File: config.mk
export PLATFORM = sky130hd
export DESIGN_NAME = gpio_controller
export DESIGN_NICKNAME = d
export VERILOG_FILES = /design/src/rtl/gpio_controller_pkg.sv /design/src/rtl/gpio_debounce.sv /design/src/rtl/gpio_controller.sv
export SDC_FILE = /design/constraint.sdc
export NUM_CORES = 1
export LEC_CHECK = 0
export ABC_AREA = 1
export CAP_MARGIN = 20
export CELL_PAD_IN_SITES_DETAIL_PLACEMENT = 0
export CELL_PAD_IN_SITES_GLOBAL_PLACEMENT = 1
export CORE_MARGIN = 2
export CORE_UTILIZATION = 43
export CTS_CLUSTER_DIAMETER = 100
export DETAILED_ROUTE_END_ITERATION = 6
export GPL_ROUTABILITY_DRIVEN = 0
export PLACE_DENSITY = 0.93
export SKIP_LAST_GASP = 1
export SLEW_MARGIN = 10
export SYNTH_ARGS = -nofsm -noshare
export SYNTH_HDL_FRONTEND = slang
export SYNTH_SLANG_ARGS = --single-unit
File: constraint.sdc
create_clock -name CLK -period 2.6 [get_ports CLK]
set_input_delay 0.52 -clock CLK [delete_from_list [all_inputs] [get_ports CLK]]
set_output_delay 0.52 -clock CLK [all_outputs]
set_load 0.01 [all_outputs]
File: src/rtl/gpio_controller_pkg.sv
// Shared definitions for the GPIO controller: bus width and register map.
package gpio_controller_pkg;

  localparam int GPIO_BUS_W = 32;

  localparam logic [1:0] GPIO_ADDR_OUT        = 2'd0;
  localparam logic [1:0] GPIO_ADDR_IN         = 2'd1;
  localparam logic [1:0] GPIO_ADDR_IRQ_STATUS = 2'd2;
  localparam logic [1:0] GPIO_ADDR_IRQ_EN     = 2'd3;

endpackage

File: src/rtl/gpio_debounce.sv
// One input pin: 2-FF synchronizer, stability counter, debounced level and
// a rising-edge strobe that is high in the cycle before deb goes 0->1.
module gpio_debounce #(
  parameter int DEBOUNCE_CYCLES = 4,
  parameter int CNT_W           = 8
) (
  input  logic CLK,
  input  logic RST_N,
  input  logic pin,
  output logic deb,
  output logic rise
);

  localparam logic [CNT_W-1:0] CNT_LAST = CNT_W'(DEBOUNCE_CYCLES - 1);

  logic             sync1;
  logic             sync2;
  logic [CNT_W-1:0] cnt;

  always_ff @(posedge CLK or negedge RST_N) begin
    if (!RST_N) begin
      sync1 <= 1'b0;
      sync2 <= 1'b0;
      cnt   <= '0;
      deb   <= 1'b0;
    end else begin
      sync1 <= pin;
      sync2 <= sync1;
      // Any return to the accepted level restarts the stability count.
      if (sync2 == deb) begin
        cnt <= '0;
      end else if (cnt == CNT_LAST) begin
        deb <= sync2;
        cnt <= '0;
      end else begin
        cnt <= cnt + 1'b1;
      end
    end
  end

  assign rise = sync2 & ~deb & (cnt == CNT_LAST);

endmodule

File: src/rtl/gpio_controller.sv
// Memory-mapped GPIO port: output register, debounced inputs, and
// rising-edge interrupt status (write-1-to-clear) with per-pin enable.
module gpio_controller
  import gpio_controller_pkg::*;
#(
  parameter int GPIO_WIDTH      = 8,
  parameter int DEBOUNCE_CYCLES = 4,
  parameter int CNT_W           = 8
) (
  input  logic                  CLK,
  input  logic                  RST_N,
  input  logic [1:0]            ADDR,
  input  logic                  WE,
  input  logic [GPIO_BUS_W-1:0] WD,
  output logic [GPIO_BUS_W-1:0] RD,
  input  logic [GPIO_WIDTH-1:0] PINS_IN,
  output logic [GPIO_WIDTH-1:0] PINS_OUT,
  output logic                  IRQ
);

  logic [GPIO_WIDTH-1:0] out_reg;
  logic [GPIO_WIDTH-1:0] irq_status;
  logic [GPIO_WIDTH-1:0] irq_en;
  logic [GPIO_WIDTH-1:0] deb;
  logic [GPIO_WIDTH-1:0] rise;
  logic [GPIO_WIDTH-1:0] wd_pins;
  logic [GPIO_WIDTH-1:0] w1c_mask;
  logic                  unused_wd;

  assign wd_pins   = WD[GPIO_WIDTH-1:0];
  assign unused_wd = ^WD;

  for (genvar i = 0; i < GPIO_WIDTH; i++) begin : g_pin
    gpio_debounce #(
      .DEBOUNCE_CYCLES (DEBOUNCE_CYCLES),
      .CNT_W           (CNT_W)
    ) u_debounce (
      .CLK   (CLK),
      .RST_N (RST_N),
      .pin   (PINS_IN[i]),
      .deb   (deb[i]),
      .rise  (rise[i])
    );
  end

  assign w1c_mask = (WE && (ADDR == GPIO_ADDR_IRQ_STATUS)) ? wd_pins : '0;

  always_ff @(posedge CLK or negedge RST_N) begin
    if (!RST_N) begin
      out_reg    <= '0;
      irq_en     <= '0;
      irq_status <= '0;
    end else begin
      if (WE && (ADDR == GPIO_ADDR_OUT)) begin
        out_reg <= wd_pins;
      end
      if (WE && (ADDR == GPIO_ADDR_IRQ_EN)) begin
        irq_en <= wd_pins;
      end
      // A new edge outranks a clear landing on the same cycle.
      irq_status <= (irq_status & ~w1c_mask) | rise;
    end
  end

  always_comb begin
    RD = '0;
    case (ADDR)
      GPIO_ADDR_OUT:        RD = GPIO_BUS_W'(out_reg);
      GPIO_ADDR_IN:         RD = GPIO_BUS_W'(deb);
      GPIO_ADDR_IRQ_STATUS: RD = GPIO_BUS_W'(irq_status);
      GPIO_ADDR_IRQ_EN:     RD = GPIO_BUS_W'(irq_en);
      default:              RD = '0;
    endcase
  end

  assign PINS_OUT = out_reg;
  assign IRQ      = |(irq_status & irq_en);

endmodule

; ---- Word-level counts from Yosys, hierarchy flattened
; Index checks and enable logic that the tools add are counted.
[totals]
output_inout_bits = 41
reg_bits = 112
in_bits = 45
[classes]
n_bitwise = 36
mux = 18
n_reduce_logical = 13
eq_ne = 19
add_sub_neg = 8
[op_table]
columns = operator, count
row1 = $mux 8, 17
row2 = $pmux 32 s4, 1
row3 = $add 8x1->8 const B, 8
row4 = $eq 8x2->1 const B, 8
row5 = $and 1x1->1, 16
row6 = $and 8x8->8, 2
row7 = $not 1->1, 16
row8 = $reduce_and 2->1, 8
row9 = $eq 1x1->1, 8
row10 = $not 8->8, 1
row11 = $or 8x8->8, 1
row12 = $reduce_or 8->1, 1
row13 = $eq 2x2->1 const B, 2
row14 = $logic_and 1x1->1, 3
row15 = $eq 2x1->1 const B, 1
row16 = $logic_not 2->1, 1

; ---- Logic depth before layout (Yosys ltp)
[logic_depth]
depth_word = 6
ltp_mapped = 6
mapped_depth_nobuf = 6

; ---- By module
; From an unflattened synthesis, not the netlist that was laid out.
[hier_totals]
hier_cells = 790
hier_area_um2 = 6209.7
[modules_own_cells]
columns = module, area_per_inst_um2, cells_per_inst, n_inst
row1 = gpio_debounce, 588.1, 75, 8
row2 = gpio_controller, 1505.2, 190, 1

; ---- Least setup slack after synthesis
; No wires, ideal clock.
[synth_timing]
path_type = in2out
from = input ADDR[0]
to = output RD[1]
setup_slack_ns = 1.044
stages = 4
arrival_ns = 1.036
path_buffers = 0
cell_sequence = inv_1 > nor2_1 > nand2_1 > nand4_1
[synth_via]
elab_chain_cells = 2
word_cells_on_any_way = 5
classes_between = 3 x eq/ne / 1 x mux / 1 x reduce/logical
[synth_rtl]
columns = item, line_no
row1 = "start, declared", gpio_controller.sv:12  ; input logic [1:0] ADDR,
row2 = "$eq 2x2->1, or another cell as far along", gpio_controller.sv:67  ; case (ADDR)
row3 = $pmux 32 s4 *, gpio_controller.sv:67
row4 = "end, declared", gpio_controller.sv:15  ; output logic [GPIO_BUS_W-1:0] RD,
; Mark *: on every way between the ends. The rest lies on a longest branch, timed or not. The select of a mux whose other input is x is not followed.

; ---- Worst setup path after layout
[layout_timing]
from = input ADDR[0]
to = output RD[0]
; Same word-level chain as after synthesis.

==> impl_metrics.tcl <==
set metrics [dict create \
    cp_slowest_cell "clkdlybuf4s50_1" \
    grt_max_degree 113 \
    cp.required_ns 2.08 \
    cts-root-buf "clkbuf_16" \
    p_comb_share_pct 24.9 \
    startpoint_type "input pin" \
    hold_violations 0 \
    p_leak_nw 3.19 \
    wl_per_cell_um 11.1 \
    yosysTopAreaCellShare_pct 48.9 \
    die_area_um2 14300 \
    hpwl_mm 7.62 \
    die_h_um 119 \
    cp_max_fo 4 \
    ctsHoldBuffers 0 \
    crit_path_end_kind "output pin" \
    finalSetupViolCount 1 \
    path_cells "clkdlybuf4s50_1, buf_4, nor2_4, buf_4, nand2_1, nand4_1, clkdlybuf4s50_1" \
    status "finished with violations" \
    period_minus_slack_ns 2.67 \
    ioPinCount 86 \
    worst_slack_ns -0.0747 \
    fin_tns_setup_ns -0.0747 \
    postRouteWirelength_mm 10.5 \
    cpPeakStageDelay_ns 0.55 \
    clkSinkCount 112 \
    synth-seq-area-share_pct 48.9 \
    holdCritPathClass "input pin to asynchronous set/reset pin" \
    final_area_um2 6610 \
    final_util_pct 50.3 \
    synthCells 712 \
    worst-path-buf-inv 4 \
    final_cell_mix "nand2_1 (189), nor2_1 (117), dfrtp_1 (112)" \
    ant_nets 0 \
    p_int_w 0.00342 \
    yosysUniqueCellTypes 21 \
    first_pass_iters 4 \
    antenna_found_initial 0 \
    core_um2 13100 \
    vias 4278 \
    cts_tree "done" \
    vdd_drop_max_uv 431 \
    fmax_mhz 374 \
    arrival_ns 2.15 \
    violations "setup timing" \
    synth.cell_area_um2 5740 \
    placed_area_um2 6280 \
    fin_nets 835 \
    h-tree-depth 3 \
    power.switching_w 0.00169 \
    clk_latency_ns 0.35 \
    grt_usage_pct 16.1 \
    rows 42 \
    antenna_cells 0 \
    postCtsSetupBuffers 0 \
    overflow 0 \
    power_density_nw_per_um2 772 \
    p_clk_share_pct 29.1 \
    critPathTopFamily "buffers and inverters" \
    via_per_inst 4.52 \
    tightest_slew_ns 0.598 \
    whs_ns 0.210 \
    rsz0062_at_grt "yes" \
    slew_headroom_pct 60.1 \
    drt-initial-drc-count 273 \
    grt_pass1_vias 4028 \
    syn2layout_area_growth_pct 15.2 \
    ys_seq_elements 112 \
    cts_made_buffers 9 \
    clock_tree.buffer_depth 2 \
    max-cap-violations 0 \
    ys_warn_count 0 \
    critPathKind "input pin to output pin" \
    skew_ns 0.00714 \
    start_util_pct 43.7 \
    drive_gt1_share_pct 5.32 \
    syn_avg_cell_area_um2 8.06 \
    die_width_um 119 \
    port-buffer-count 37 \
    post-route-period-util_pct 103 \
    final_common_cell "nand2_1" \
    post-synth-top-area-cell "dfrtp_1" \
    final_cells 947 \
    grt_pass1_wl_mm 18.4 \
    dp_cells 930 \
    swShare_pct 33.0 \
    finalMaxSlewViolations 0 \
    clk_pin_slew_ns 0.07 \
    route.detailed.drc 0 \
    yosys-top-cells-area "dfrtp_1 (49%), nand2_1 (12%), nor2_1 (7.7%), inv_1 (5.8%), nand3_1 (5.6%)" \
    seq_power_share_pct 46.1 \
]
==> area by class of cell <==
class                   count  area (um2)
inverters                  90         338
fillers                  1283        6530
multi-input cells         508        2490
clock inverters             6        92.6
clock buffers              10         229
flip-flops and latches    112        2800
repair buffers             45         435
well taps                 176         220
==> routing by layer <==
| metal | vias up | share of wire [%] | global-route usage, % |
|---|---|---|---|
| met4 | 0 | 1.0 | 4.12 |
| met3 | 9 | 4.0 | 4.85 |
| li1 | 2267 | - | - |
| met2 | 58 | 46 | 25.1 |
| met5 | - | 0 | 0 |
| met1 | 1944 | 49 | 22.0 |
==> state kept, by name, summed over array words and instances (netlist names) <==
| name | count |
|---|---|
| g_pin.u_debounce.sync2 | 8 |
| g_pin.u_debounce.sync1 | 8 |
| g_pin.u_debounce.deb | 8 |
| irq_status | 8 |
| PINS_OUT | 8 |
| g_pin.u_debounce.cnt | 64 |
| irq_en | 8 |
==> cell families after synthesis <==
| family | share of synthesized area, % |
|---|---|
| buffers and inverters | 9.42 |
| adder cells (fa/ha/maj) | 5.24 |
| other | 0.0654 |
| flip-flops | 48.9 |
| AND/OR/NAND/NOR | 27.8 |
| XOR/XNOR | 3.66 |
| AO/OA/AOI/OAI | 4.93 |
==> per-stage QoR <==
step / worst slack (ns) / power (W)
2_1_floorplan: 1.04 / 0.00321
3_3_place_gp: -0.112 / 0.00366
5_1_grt: -0.113 / 0.00548
6_report: -0.0747 / 0.00510
4_1_cts: -0.0578 / 0.00518
3_5_place_dp: -0.108 / 0.00370
==> synthesized netlist by cell type <==
cell        n
a21oi_1     8
buf_4      24
buf_6       2
conb_1      1
dfrtp_1   112
ha_1       24
inv_1      89
inv_2       1
nand2_1   189
nand2_2     2
nand2_4     2
nand3_1    64
nand4_1    10
nor2_1    117
nor2_4      2
o21ai_0    27
o21ai_2     8
o21bai_1    5
or2_2       1
xnor2_1     8
xor2_1     16
==> power groups by stage <==
stage | sequential [W] | clock (W) | combinational (W)
CTS | 0.00235 | 0.00153 | 0.00130
finish | 0.00235 | 0.00148 | 0.00127
floorplan | 0.00231 | 0 | 0.000896
global placement | 0.00238 | 0 | 0.00129
global route | 0.00240 | 0.00159 | 0.00148
detailed placement | 0.00238 | 0 | 0.00131
==> repair_timing <==
action                     in CTS  in global routing
cloned                          1                  0
gates resized for setup         6                  2
setup endpoints to repair       8                  2
pin swaps                       1                  0
==> final timing paths <==
check                                          start                    endpoint  slack (ns)  cells after the start
hold / removal                                 RST_N  g_pin[3].u_debounce.cnt[5]        0.21                      2
min in group CLK           g_pin[3].u_debounce.sync1   g_pin[3].u_debounce.sync2        0.35                      0
setup / recovery                             ADDR[0]                       RD[0]       -0.07                      7
setup reg to reg             g_pin[2].u_debounce.deb  g_pin[2].u_debounce.cnt[1]        1.25                      5
max in group asynchronous                      RST_N   g_pin[6].u_debounce.sync2        1.92                      2
hold reg to reg            g_pin[3].u_debounce.sync1   g_pin[3].u_debounce.sync2        0.35                      0
Power figures use the tool's default switching activity.
